## src/rtl/jtag_pkg.sv

```systemverilog
// jtag_pkg: shared types and constants for the parametrised TAP controller.
// Holds the TAP state codes, instruction opcodes and Capture-IR pattern.
package jtag_pkg;

   typedef enum logic [3:0] {
      TLR    = 4'hF,
      RTI    = 4'hC,
      SEL_DR = 4'h7,
      CAP_DR = 4'h6,
      SH_DR  = 4'h2,
      EX1_DR = 4'h1,
      PAU_DR = 4'h3,
      EX2_DR = 4'h0,
      UPD_DR = 4'h5,
      SEL_IR = 4'h4,
      CAP_IR = 4'hE,
      SH_IR  = 4'hA,
      EX1_IR = 4'h9,
      PAU_IR = 4'hB,
      EX2_IR = 4'h8,
      UPD_IR = 4'hD
   } tap_state_e;

   typedef enum logic [2:0] {
      I_BYPASS,
      I_SAMPLE,
      I_EXTEST,
      I_INTEST,
      I_CLAMP,
      I_IDCODE,
      I_USERCODE,
      I_HIGHZ
   } instr_e;

   localparam logic [31:0] OP_SAMPLE   = 32'd1;
   localparam logic [31:0] OP_EXTEST   = 32'd2;
   localparam logic [31:0] OP_INTEST   = 32'd3;
   localparam logic [31:0] OP_CLAMP    = 32'd5;
   localparam logic [31:0] OP_IDCODE   = 32'd7;
   localparam logic [31:0] OP_USERCODE = 32'd8;
   localparam logic [31:0] OP_HIGHZ    = 32'd9;

   // Low bits loaded into the IR shifter at Capture-IR; upper bits are 0.
   localparam logic [1:0] CAPIR_PAT = 2'b01;

   // Map a zero-extended IR value onto an instruction; unknown -> BYPASS.
   function automatic instr_e decode_ir(input logic [31:0] op,
                                        input logic        all_ones,
                                        input logic        uc_en);
      instr_e r;
      r = I_BYPASS;
      if (!all_ones) begin
         case (op)
            OP_SAMPLE:   r = I_SAMPLE;
            OP_EXTEST:   r = I_EXTEST;
            OP_INTEST:   r = I_INTEST;
            OP_CLAMP:    r = I_CLAMP;
            OP_IDCODE:   r = I_IDCODE;
            OP_USERCODE: r = uc_en ? I_USERCODE : I_BYPASS;
            OP_HIGHZ:    r = I_HIGHZ;
            default:     r = I_BYPASS;
         endcase
      end
      return r;
   endfunction

endpackage

```

## src/rtl/jtag_tap_fsm.sv

```systemverilog
// jtag_tap_fsm: 16-state IEEE 1149.1 TMS state machine.
// Exposes the raw state code plus one-hot decodes of the action states.
module jtag_tap_fsm
   import jtag_pkg::*;
(
   input  logic       clk_i,
   input  logic       rst_i,
   input  logic       tms_i,
   output logic [3:0] state_o,
   output logic       tlr_o,
   output logic       cap_dr_o,
   output logic       sh_dr_o,
   output logic       upd_dr_o,
   output logic       cap_ir_o,
   output logic       sh_ir_o,
   output logic       upd_ir_o
);

   tap_state_e state_q, state_d;

   // State register; reset forces Test-Logic-Reset regardless of TMS.
   always_ff @(posedge clk_i) begin
      if (rst_i) state_q <= TLR;
      else       state_q <= state_d;
   end

   // Standard TAP transitions driven by TMS.
   always_comb begin
      state_d = state_q;
      unique case (state_q)
         TLR:    state_d = tms_i ? TLR    : RTI;
         RTI:    state_d = tms_i ? SEL_DR : RTI;
         SEL_DR: state_d = tms_i ? SEL_IR : CAP_DR;
         CAP_DR: state_d = tms_i ? EX1_DR : SH_DR;
         SH_DR:  state_d = tms_i ? EX1_DR : SH_DR;
         EX1_DR: state_d = tms_i ? UPD_DR : PAU_DR;
         PAU_DR: state_d = tms_i ? EX2_DR : PAU_DR;
         EX2_DR: state_d = tms_i ? UPD_DR : SH_DR;
         UPD_DR: state_d = tms_i ? SEL_DR : RTI;
         SEL_IR: state_d = tms_i ? TLR    : CAP_IR;
         CAP_IR: state_d = tms_i ? EX1_IR : SH_IR;
         SH_IR:  state_d = tms_i ? EX1_IR : SH_IR;
         EX1_IR: state_d = tms_i ? UPD_IR : PAU_IR;
         PAU_IR: state_d = tms_i ? EX2_IR : PAU_IR;
         EX2_IR: state_d = tms_i ? UPD_IR : SH_IR;
         UPD_IR: state_d = tms_i ? SEL_DR : RTI;
         default: state_d = TLR;
      endcase
   end

   assign state_o  = state_q;
   assign tlr_o    = (state_q == TLR);
   assign cap_dr_o = (state_q == CAP_DR);
   assign sh_dr_o  = (state_q == SH_DR);
   assign upd_dr_o = (state_q == UPD_DR);
   assign cap_ir_o = (state_q == CAP_IR);
   assign sh_ir_o  = (state_q == SH_IR);
   assign upd_ir_o = (state_q == UPD_IR);

endmodule

```

## src/rtl/jtag_tap_ctrl_p.sv

```systemverilog
// jtag_tap_ctrl_p: parametrised TAP with IR, DR muxing, BSR and TDO logic.
// Define JTAG_USERCODE_EN to include the USERCODE instruction and register.
module jtag_tap_ctrl_p
   import jtag_pkg::*;
#(
   parameter int          IR_WIDTH     = 4,
   parameter int          BSR_LEN      = 8,
   parameter logic [31:0] IDCODE_VAL   = 32'h1234_5093,
   parameter logic [31:0] USERCODE_VAL = 32'h0000_0000
) (
   input  logic               TCK,
   input  logic               RST,
   input  logic               TMS,
   input  logic               TDI,
   output logic               TDO,
   output logic               TDO_EN,
   input  logic [BSR_LEN-1:0] CORE_DO,
   input  logic [BSR_LEN-1:0] PAD_DI,
   output logic [BSR_LEN-1:0] PAD_DO,
   output logic               PAD_OE,
   output logic [3:0]         STATE
);

   localparam logic [IR_WIDTH-1:0] IR_CAP = IR_WIDTH'(CAPIR_PAT);
   localparam logic [IR_WIDTH-1:0] IR_RST = IR_WIDTH'(OP_IDCODE);

   logic tlr, cap_dr, sh_dr, upd_dr;
   logic cap_ir, sh_ir, upd_ir;

   logic [IR_WIDTH-1:0] ir_q, ir_d;
   logic [IR_WIDTH-1:0] irsr_q, irsr_d;
   logic                byp_q, byp_d;
   logic [31:0]         id_q, id_d;
   logic [BSR_LEN-1:0]  bsr_q, bsr_d;
   logic [BSR_LEN-1:0]  upd_q, upd_d;
   logic [BSR_LEN:0]    bsr_ext;
   logic                tdo_d, tdo_q;
   logic                en_d, en_q;
   logic                uc_lsb;
   instr_e              instr;
   logic                sel_bsr, sel_id, sel_byp;

   jtag_tap_fsm u_fsm (
      .clk_i    (TCK),
      .rst_i    (RST),
      .tms_i    (TMS),
      .state_o  (STATE),
      .tlr_o    (tlr),
      .cap_dr_o (cap_dr),
      .sh_dr_o  (sh_dr),
      .upd_dr_o (upd_dr),
      .cap_ir_o (cap_ir),
      .sh_ir_o  (sh_ir),
      .upd_ir_o (upd_ir)
   );

`ifdef JTAG_USERCODE_EN
   localparam logic UC_EN = 1'b1;
   logic [31:0] uc_q, uc_d;
   logic        sel_uc;

   assign sel_uc = (instr == I_USERCODE);

   // USERCODE register next state: capture constant, right shift.
   always_comb begin
      uc_d = uc_q;
      if (cap_dr && sel_uc)     uc_d = USERCODE_VAL;
      else if (sh_dr && sel_uc) uc_d = {TDI, uc_q[31:1]};
   end

   // USERCODE register state.
   always_ff @(posedge TCK) begin
      if (RST) uc_q <= USERCODE_VAL;
      else     uc_q <= uc_d;
   end

   assign uc_lsb = uc_q[0];
`else
   localparam logic UC_EN = 1'b0;
   assign uc_lsb = 1'b0;
`endif

   assign instr   = decode_ir(32'(ir_q), &ir_q, UC_EN);
   assign sel_bsr = (instr == I_SAMPLE) || (instr == I_EXTEST) ||
                    (instr == I_INTEST);
   assign sel_id  = (instr == I_IDCODE);
   assign sel_byp = (instr == I_BYPASS) || (instr == I_CLAMP) ||
                    (instr == I_HIGHZ);
   assign bsr_ext = {TDI, bsr_q};

   // IR shifter capture/shift and IR update; TLR forces IDCODE.
   always_comb begin
      irsr_d = irsr_q;
      ir_d   = ir_q;
      if (cap_ir)     irsr_d = IR_CAP;
      else if (sh_ir) irsr_d = {TDI, irsr_q[IR_WIDTH-1:1]};
      if (upd_ir)     ir_d = irsr_q;
      if (tlr)        ir_d = IR_RST;
   end

   // IR state.
   always_ff @(posedge TCK) begin
      if (RST) begin
         ir_q   <= IR_RST;
         irsr_q <= IR_CAP;
      end else begin
         ir_q   <= ir_d;
         irsr_q <= irsr_d;
      end
   end

   // DR next state: only the selected register captures or shifts.
   always_comb begin
      byp_d = byp_q;
      id_d  = id_q;
      bsr_d = bsr_q;
      upd_d = upd_q;
      if (cap_dr) begin
         if (sel_byp) byp_d = 1'b0;
         if (sel_id)  id_d  = IDCODE_VAL;
         if (sel_bsr) bsr_d = (instr == I_INTEST) ? CORE_DO : PAD_DI;
      end else if (sh_dr) begin
         if (sel_byp) byp_d = TDI;
         if (sel_id)  id_d  = {TDI, id_q[31:1]};
         if (sel_bsr) bsr_d = bsr_ext[BSR_LEN:1];
      end
      if (upd_dr && sel_bsr) upd_d = bsr_q;
      if (tlr)               upd_d = '0;
   end

   // DR state; a reset discards any partial shift.
   always_ff @(posedge TCK) begin
      if (RST) begin
         byp_q <= 1'b0;
         id_q  <= IDCODE_VAL;
         bsr_q <= '0;
         upd_q <= '0;
      end else begin
         byp_q <= byp_d;
         id_q  <= id_d;
         bsr_q <= bsr_d;
         upd_q <= upd_d;
      end
   end

   // TDO source: LSB of the active shifter, 0 outside shift states.
   always_comb begin
      tdo_d = 1'b0;
      en_d  = sh_ir | sh_dr;
      if (sh_ir) begin
         tdo_d = irsr_q[0];
      end else if (sh_dr) begin
         case (instr)
            I_SAMPLE,
            I_EXTEST,
            I_INTEST:   tdo_d = bsr_q[0];
            I_IDCODE:   tdo_d = id_q[0];
            I_USERCODE: tdo_d = uc_lsb;
            default:    tdo_d = byp_q;
         endcase
      end
   end

   // TDO and its enable change on the falling edge only.
   always_ff @(negedge TCK) begin
      tdo_q <= tdo_d;
      en_q  <= en_d;
   end

   assign TDO    = tdo_q;
   assign TDO_EN = en_q;
   assign PAD_DO = ((instr == I_EXTEST) || (instr == I_CLAMP)) ?
                   upd_q : CORE_DO;
   assign PAD_OE = (instr != I_HIGHZ);

endmodule

```

## config.mk

```make
export PLATFORM = sky130hd
export DESIGN_NAME = jtag_tap_ctrl_p
export DESIGN_NICKNAME = d
export VERILOG_FILES = /design/src/rtl/jtag_pkg.sv /design/src/rtl/jtag_tap_fsm.sv /design/src/rtl/jtag_tap_ctrl_p.sv
export SDC_FILE = /design/constraint.sdc
export NUM_CORES = 1
export LEC_CHECK = 0
export BUFFER_PORTS_ARGS = -buffer_cell sky130_fd_sc_hd__buf_2
export CAP_MARGIN = 15
export CORE_MARGIN = 8
export CORE_UTILIZATION = 50
export CTS_BUF_LIST = sky130_fd_sc_hd__clkbuf_4 sky130_fd_sc_hd__clkbuf_8
export CTS_CLUSTER_DIAMETER = 40
export DETAILED_ROUTE_END_ITERATION = 10
export PLACE_DENSITY_LB_ADDON = 0.08
export SLEW_MARGIN = 20
export SYNTH_ARGS = -nofsm -noshare
export SYNTH_HDL_FRONTEND = slang
export SYNTH_SLANG_ARGS = --single-unit
```

## constraint.sdc

```tcl
create_clock -name TCK -period 2.89 [get_ports TCK]
set_input_delay 0.1445 -clock TCK [delete_from_list [all_inputs] [get_ports TCK]]
set_output_delay 0.1445 -clock TCK [all_outputs]
set_load 0.005 [all_outputs]
```

==> results of run 1 <==
==> logic make-up after synthesis <==
family,count (synthesis),synth area share
compound gates,66,0.141
buf+inv,30,0.0513
flops,63,0.458
mux,31,0.117
simple gates,130,0.233
==> registers in the layout, indices dropped and copies added, names as in the netlist <==
signal / count
id_q: 32
TDO: 1
ir_q: 4
upd_q: 8
byp_q: 1
bsr_q: 8
u_fsm.state_o: 4
TDO_EN: 1
irsr_q: 4
==> layer usage <==
layer,wire (um),GRT usage,vias to the layer above
met2,2880,0.250,27
li1,-,-,1199
met3,190,0.0482,12
met4,127,0.0791,0
met5,0,0,-
met1,3040,0.196,1088
==> metrics by stage <==
stage          hold slack (ps)  power (mW)
5_1_grt                    116        1.97
6_report                   104        1.89
3_3_place_gp               440        1.12
4_1_cts                   97.1        1.90
3_5_place_dp               444        1.12
2_1_floorplan              333        1.05
==> synth_stat cells, drive strengths merged (2+ instances only) <==
master,n,share of area
nor3,14,0.025
nor2,24,0.034
nand3,35,0.064
mux2,9,0.037
nand3b,2,0.0054
a21oi,30,0.054
nor3b,2,0.0054
nand2,37,0.050
nor2b,3,0.0068
nor4,3,0.018
o211ai,7,0.019
nand4,4,0.0091
clkbuf,14,0.020
mux2i,22,0.080
o21ai,19,0.035
buf,10,0.024
dfxtp,63,0.46
a31oi,3,0.0068
inv,5,0.0068
nand2b,3,0.0068
==> worst max-delay path, cell delays in order, from the launching register on <==
cell and delay (ps):
dfxtp_1 520, o21ba_2 230, a21oi_1 120, o21ai_0 100, a31oi_1 170
==> worst max path at each step <==
stage                        to  slack (ps)                   startpoint  cells after the start
finish              TDO$_DFF_N_         280         ir_q[2]$_SDFFE_PP1P_                      4
global route        TDO$_DFF_N_         170         ir_q[2]$_SDFFE_PP1P_                      4
CTS                 TDO$_DFF_N_         290         ir_q[2]$_SDFFE_PP1P_                      4
detailed placement  TDO$_DFF_N_         280         ir_q[2]$_SDFFE_PP1P_                      4
global placement    TDO$_DFF_N_         340         ir_q[0]$_SDFFE_PP1P_                      4
floorplan           TDO$_DFF_N_         190  u_fsm.state_o[3]$_SDFF_PP1_                      5
==> layout make-up <==
cell class | instances | area (um^2) | share of cell area
multi-input cells | 227 | 1360 | 0.428
flip-flops and latches | 63 | 1260 | 0.397
repair buffers | 43 | 238 | 0.0748
clock buffers | 12 | 159 | 0.0500
well taps | 72 | 90.1 | 0.0284
clock inverters | 6 | 51.3 | 0.0161
inverters | 5 | 18.8 | 0.00591
==> power breakdown <==
part | leakage [nW] | switching (mW) | internal, mW
clock network | 0.114 | 0.340 | 0.452
logic | 0.556 | 0.121 | 0.0799
registers | 0.509 | 0.0130 | 0.879
total | 1.18 | 0.473 | 1.41
==> metrics.yaml, run 1 <==
core_um2: 5410
grt_pass1_vias: 2262
ys_ff_latch: 63
antenna_left: 0
grt_first_pass_wirelength_um: 10800
place_ws_ps: 282
dieArea_um2: 8140
synth_edf_count: 0
hold_buffers: 0
drtIter0Drc: 120
reg2regPathDepth: 4
antenna_found_initial: 0
port_buffers: 34
hold_viol_final: 0
crit_arrival_ps: 1470
ys_warn_count: 0
slew_violations: 0
path_clk_slew_ps: 70
die_w_um: 90.2
gp_congestion: 0.816
drv_cap: 0
rr_startpoint: "ir_q[2]$_SDFFE_PP1P_"
route.detailed.drc: 0
start_util: 0.510
die_h_um: 90.2
leakage_nw: 1.18
rows: 27
utilization: 0.588
status: "finished, final reports clean"
avgRoutedWirePerCell_um: 14.6
grt_use_total: 0.160
async_flop_share: 0
layout_commonest_cell: "dfxtp_1"
min_delay_path_depth: 3
critical_path_class: "reg -> reg"
hold_end: "bsr_q[3]$_SDFFE_PP0P_"
clock_latency_ps: 380
dr.pass1.iters: 4
startpoint_type: "flip-flop"
nets: 371
num_antenna_cells: 0
hp-start: "PAD_DI[3]"
syn_area_um2: 2760
ys_types: 39
syn-num-nets: 340
pin_count: 35
ys.flop_type: "dfxtp_1"
postPlaceCellArea_um2: 2970
finalWorstSetupSlack_ps: 280
grt_overflow: 0
finalClockSkew_ps: 47.8
worstPathRequired_ps: 1750
clock_sinks: 63
grt_max_degree: 33
hp-class: "in -> reg"
routed_via_density: 5.43
tritoncts: "built"
relSlewSlack: 0.456
via_count: 2326
crit_fanout: 10
area_growth_pct: 15.3
htree_num_levels: 3
cts_buffer_depth: 2
rsz0062_at_grt: "no"
tightestPinTransition_ps: 815
setup_viol: 0
synthCells: 320
seq_area_frac_synth: 0.458
dp_hpwl_um: 3940
final_cell_mix: "dfxtp_1 (63), nand2_1 (37), nand3_1 (35)"
root_buffer: "clkbuf_8"
p_per_area_nw_per_um2: 593
syn_avg_cell_area_um2: 8.61
r2r_setup_slack_ps: 280
fillCellCount: 509
ctsResizeCount: 0
end_kind: "flip-flop"
cts_buffers: 9
timing.rr.end: "TDO$_DFF_N_"
wl_um: 6240
design_area_um2: 3180
fin_cells: 428
ir_drop_mv: 0.320
layout-drive-gt1-share: 0.202
dp_cells: 411
setup_tns_ps: 0
cts_setup_buffers: 0
No activity file was read; power rests on OpenSTA's default activity.
==> run 2: changes to the inputs <==
- ABC_AREA: default -> 1
==> metrics.yaml, run 2 <==
status: "finished, final reports clean"  # unchanged
slew_violations: 0  # unchanged
rsz0062_at_grt: "no"  # unchanged
ys_ff_latch: 63  # unchanged
finalClockSkew_ps: 44.6  # was 47.8 ps
start_util: 0.513  # was 0.510
setup_tns_ps: 0  # unchanged
dp_cells: 556  # was 411
ir_drop_mv: 0.373  # was 0.320 mV
gp_congestion: 0.839  # was 0.816
cts_setup_buffers: 0  # unchanged
pin_count: 35  # unchanged
ctsResizeCount: 0  # unchanged
multi_input_area_um2: 1430  # was 1360 um^2
grt_use_total: 0.163  # was 0.160
route.detailed.drc: 0  # unchanged
postPlaceCellArea_um2: 3160  # was 2970 um^2
startpoint_type: "flip-flop"  # unchanged
regMostFlops: "id_q"  # unchanged
finalWorstSetupSlack_ps: 397  # was 280 ps
whs_ps: 44.7  # was 104 ps
final_cell_mix: "nand2_1 (134), nor2_1 (96), dfxtp_1 (63)"  # was dfxtp_1 (63), nand2_1 (37), nand3_1 (35)
fillCellCount: 596  # was 509
die_h_um: 93.5  # was 90.2 um
layout-drive-gt1-share: 0.135  # was 0.202
clock_latency_ps: 370  # was 380 ps
rows: 28  # was 27
power.total_mw: 2.70  # was 1.89 mW
ys_types: 21  # was 39
ys_top_cells_by_area: "dfxtp_1 (42%), nand2_1 (17%), nor2_1 (12%)"  # was dfxtp_1 (46%), mux2i_1 (8.0%), nand3_1 (6.4%)
antenna_left: 0  # unchanged
ys.flop_type: "dfxtp_1"  # unchanged
grt_first_pass_wirelength_um: 11600  # was 10,800 um
die_w_um: 93.5  # was 90.2 um
ys_warn_count: 0  # unchanged
design_area_um2: 3360  # was 3180 um^2
routed_via_density: 4.86  # was 5.43
largest_reg_flops: 32  # unchanged
synthCells: 463  # was 320
cts_buffers: 9  # unchanged
seq_area_frac_synth: 0.421  # was 0.458
tightestPinTransition_ps: 747  # was 815 ps
grt_pass1_vias: 2559  # was 2,262
core_um2: 5850  # was 5410 um^2
hold_buffers: 0  # unchanged
avgRoutedWirePerCell_um: 11.5  # was 14.6 um
synth_edf_count: 0  # unchanged
yosys.area.top_type: "dfxtp_1"  # unchanged
regArea_um2: 1260  # unchanged
async_flop_share: 0  # unchanged
tritoncts: "built"  # unchanged
fin_cells: 573  # was 428
worstPathRequired_ps: 1760  # was 1750 ps
port_buffers: 34  # unchanged
drv_cap: 0  # unchanged
yosysMostFrequentCell: "nand2_1"  # was dfxtp_1
root_buffer: "clkbuf_8"  # unchanged
end_kind: "flip-flop"  # unchanged
yosys-top-cells-count: "nand2_1 (134), nor2_1 (96), dfxtp_1 (63)"  # was dfxtp_1 (63), nand2_1 (37), nand3_1 (35)
htree_num_levels: 3  # unchanged
area_growth_pct: 12.1  # was 15.3%
via_count: 2784  # was 2,326
place_ws_ps: 389  # was 282 ps
syn_area_um2: 3000  # was 2760 um^2
crit_fanout: 9  # was 10
wl_um: 6570  # was 6240 um
clock_sinks: 63  # unchanged
dp_hpwl_um: 4530  # was 3940 um
grt_max_degree: 43  # was 33
p_per_area_nw_per_um2: 804  # was 593 nW/um^2
yosysTopAreaCellShare: 0.421  # was 0.458
hold_viol_final: 0  # unchanged
nets: 513  # was 371
utilization: 0.575  # was 0.588
relSlewSlack: 0.500  # was 0.456
largestRegisters: "id_q: 32 flops, bsr_q: 8 flops, upd_q: 8 flops"  # unchanged
leakage_nw: 1.65  # was 1.18 nW
critical_path_class: "reg -> reg"  # unchanged
grt_overflow: 0  # unchanged
cts_buffer_depth: 2  # unchanged
syn-num-nets: 483  # was 340
setup_viol: 0  # unchanged
drtIter0Drc: 134  # was 120
dr.pass1.iters: 4  # unchanged
syn_avg_cell_area_um2: 6.48  # was 8.61 um^2
crit_arrival_ps: 1360  # was 1470 ps
num_antenna_cells: 0  # unchanged
path_clk_slew_ps: 70  # about the same
dieArea_um2: 8730  # was 8140 um^2
antenna_found_initial: 0  # unchanged
layout_commonest_cell: "nand2_1"  # was dfxtp_1
hp-class: "in -> reg"  # unchanged
run 2: cell types whose count changed in the layout (fill, tap and decap cells not counted), moves of 7 or more:
cell      change
nor2_1       +73
a21oi_1      -17
o21ai_1       -9
mux2i_1      -22
nand2_1      +97
inv_1        +31
mux2_2        -8
o21ai_0      +29
o211ai_1      -7
nor3_1       -12
run 2: where the power goes:
group          internal [mW]  switching [mW]
Sequential             0.990           0.103
Clock                  0.452           0.333
Combinational          0.274           0.553
run 2: critical path, cell delays in order (launching register included):
cell,delay (ps)
dfxtp_1,510
inv_2,120
nor3_1,260
nand2_1,70
nand2_1,60
run 2: metal layers:
layer  global-route usage  routed length [um]
met1                0.202                3170
met2                0.259                2880
met3               0.0433                 417
met4               0.0725                  99
met5                    0                   0
run 2: cell type report:
type,instances,area share
multi-input cells,337,0.426
flip-flops and latches,63,0.375
repair buffers,40,0.0640
clock buffers,12,0.0472
inverters,40,0.0446
well taps,75,0.0279
clock inverters,6,0.0153
run 2: kinds of logic after synthesis:
group | share of synthesized area
AOI/OAI and AO/OA | 0.0897
buffers and inverters | 0.102
DFF | 0.421
and+or+nand+nor | 0.388
run 2: worst paths after layout:
check	start	to	slack [ps]	depth (start not counted)
max	u_fsm.state_o[3]$_SDFF_PP1_	TDO$_DFF_N_	400	4
min	TDI	irsr_q[3]$_SDFFE_PP0P_	40	3
max reg2reg	u_fsm.state_o[3]$_SDFF_PP1_	TDO$_DFF_N_	400	4
min reg2reg	id_q[21]$_SDFFE_PP1P_	id_q[21]$_SDFFE_PP1P_	450	2
==> run 3: changes to the inputs <==
--- a/config.mk
+++ b/config.mk
@@ -14,5 +14,6 @@
 export CTS_CLUSTER_DIAMETER = 40
 export DETAILED_ROUTE_END_ITERATION = 10
-export PLACE_DENSITY_LB_ADDON = 0.08
+export PLACE_DENSITY = 0.7
+export SKIP_CTS_REPAIR_TIMING = 1
 export SLEW_MARGIN = 20
 export SYNTH_ARGS = -nofsm -noshare
==> constraint.sdc (replaced) <==
create_clock -name TCK -period 2.89 [get_ports TCK]
set_input_delay 0.1445 -clock TCK [delete_from_list [all_inputs] [get_ports TCK]]
set_output_delay 0.1445 -clock TCK [all_outputs]
set_load 0.1 [all_outputs]
==> metrics.yaml, run 3 (same netlist as run 2, synthesis figures left out) <==
path_clk_slew_ps: 70  # about the same
drv_cap: 0  # unchanged
cts_buffers: 9  # unchanged
grt_overflow: 0  # unchanged
nets: 511  # was 513
dieArea_um2: 8730  # unchanged
root_buffer: "clkbuf_8"  # unchanged
utilization: 0.573  # was 0.575
cp_cell_sequence: "buf_2"  # was inv_2, nor3_1, nand2_1, nand2_1
critical_path_class: "reg -> out"  # was reg -> reg
tritoncts: "built"  # unchanged
rows: 28  # unchanged
p_per_area_nw_per_um2: 921  # was 804 nW/um^2
cts_buffer_depth: 2  # unchanged
tightestPinTransition_ps: 756  # was 747 ps
grt_max_degree: 54  # was 43
antenna_found_initial: 0  # unchanged
rsz0062_at_grt: "no"  # unchanged
grt_first_pass_wirelength_um: 11100  # was 11,600 um
layout_commonest_cell: "nand2_1"  # unchanged
whs_ps: 47.7  # was 44.7 ps
design_area_um2: 3350  # was 3360 um^2
cp_top_family: "buffers and inverters"  # was flip-flops
critical_path_buf_inv_count: 1  # unchanged
start_util: 0.513  # unchanged
grt_pass1_vias: 2517  # was 2,559
via_count: 2786  # was 2,784
antenna_left: 0  # unchanged
regMostFlops: "id_q"  # unchanged
area_growth_pct: 11.7  # was 12.1%
drtIter0Drc: 143  # was 134
htree_num_levels: 3  # unchanged
crit_arrival_ps: 2540  # was 1360 ps
die_w_um: 93.5  # unchanged
largestRegisters: "id_q: 32 flops, bsr_q: 8 flops, upd_q: 8 flops"  # unchanged
end_kind: "output pin"  # was flip-flop
die_h_um: 93.5  # unchanged
grt_use_total: 0.155  # was 0.163
port_buffers: 34  # unchanged
dp_cells: 554  # was 556
setup_tns_ps: 0  # unchanged
crit_fanout: 1  # was 9
place_ws_ps: 302  # was 389 ps
gp_congestion: 0.841  # was 0.839
relSlewSlack: 0.494  # was 0.500
core_um2: 5850  # unchanged
leakage_nw: 1.65  # about the same
clock_latency_ps: 380  # was 370 ps
finalWorstSetupSlack_ps: 206  # was 397 ps
slowest_stage: "buf_2"  # was dfxtp_1
finalClockSkew_ps: 47.5  # was 44.6 ps
pin_count: 35  # unchanged
num_antenna_cells: 0  # unchanged
route.detailed.drc: 0  # unchanged
hold_viol_final: 0  # unchanged
largest_reg_flops: 32  # unchanged
routed_via_density: 4.89  # was 4.86
ir_drop_mv: 0.483  # was 0.373 mV
dr.pass1.iters: 4  # unchanged
fin_cells: 570  # was 573
hp-class: "in -> reg"  # unchanged
fillCellCount: 583  # was 596
wl_um: 6490  # was 6570 um
final_cell_mix: "nand2_1 (134), nor2_1 (96), dfxtp_1 (59)"  # was nand2_1 (134), nor2_1 (96), dfxtp_1 (63)
power.total_mw: 3.09  # was 2.70 mW
startpoint_type: "flip-flop"  # unchanged
postPlaceCellArea_um2: 3150  # was 3160 um^2
slew_violations: 0  # unchanged
dp_hpwl_um: 4400  # was 4530 um
worstPathRequired_ps: 2750  # was 1760 ps
layout-drive-gt1-share: 0.139  # was 0.135
status: "finished, final reports clean"  # unchanged
setup_viol: 0  # unchanged
clock_sinks: 63  # unchanged
max_stage_delay_ps: 420  # was 510 ps
avgRoutedWirePerCell_um: 11.4  # was 11.5 um
run 3: where the power goes:
part | switching [mW] | internal, mW
Combinational | 0.921 | 0.272
Sequential | 0.103 | 0.996
Clock | 0.338 | 0.458
run 3: final timing paths:
| path | startpoint | slack [ps] | cells past startpoint | to |
|---|---|---|---|---|
| min reg2reg | id_q[1]$_SDFFE_PP1P_ | 460 | 2 | id_q[1]$_SDFFE_PP1P_ |
| max | TDO$_DFF_N_ | 210 | 1 | TDO |
| max reg2reg | u_fsm.state_o[1]$_SDFF_PP1_ | 280 | 4 | TDO$_DFF_N_ |
| min | TDI | 50 | 3 | irsr_q[3]$_SDFFE_PP0P_ |
run 3: tightest hold or removal path: cells and delay by family:
kind	cells	cell delay, ps
and+or+nand+nor	2	120
buffers and inverters	1	90
run 3: layout make-up:
cell class	instances	area, um^2	area share
well taps	75	93.8	0.0280
flip-flops and latches	63	1270	0.378
inverters	40	150	0.0448
multi-input cells	337	1430	0.428
clock buffers	10	138	0.0411
clock inverters	7	70.1	0.0209
repair buffers	38	200	0.0597
run 3: layer usage:
layer / up-vias / GRT usage / part of all wire
li1: 1498 / - / -
met1: 1226 / 0.182 / 0.49
met2: 53 / 0.255 / 0.43
met3: 9 / 0.0505 / 0.067
met4: 0 / 0.0604 / 0.011
met5: - / 0 / 0
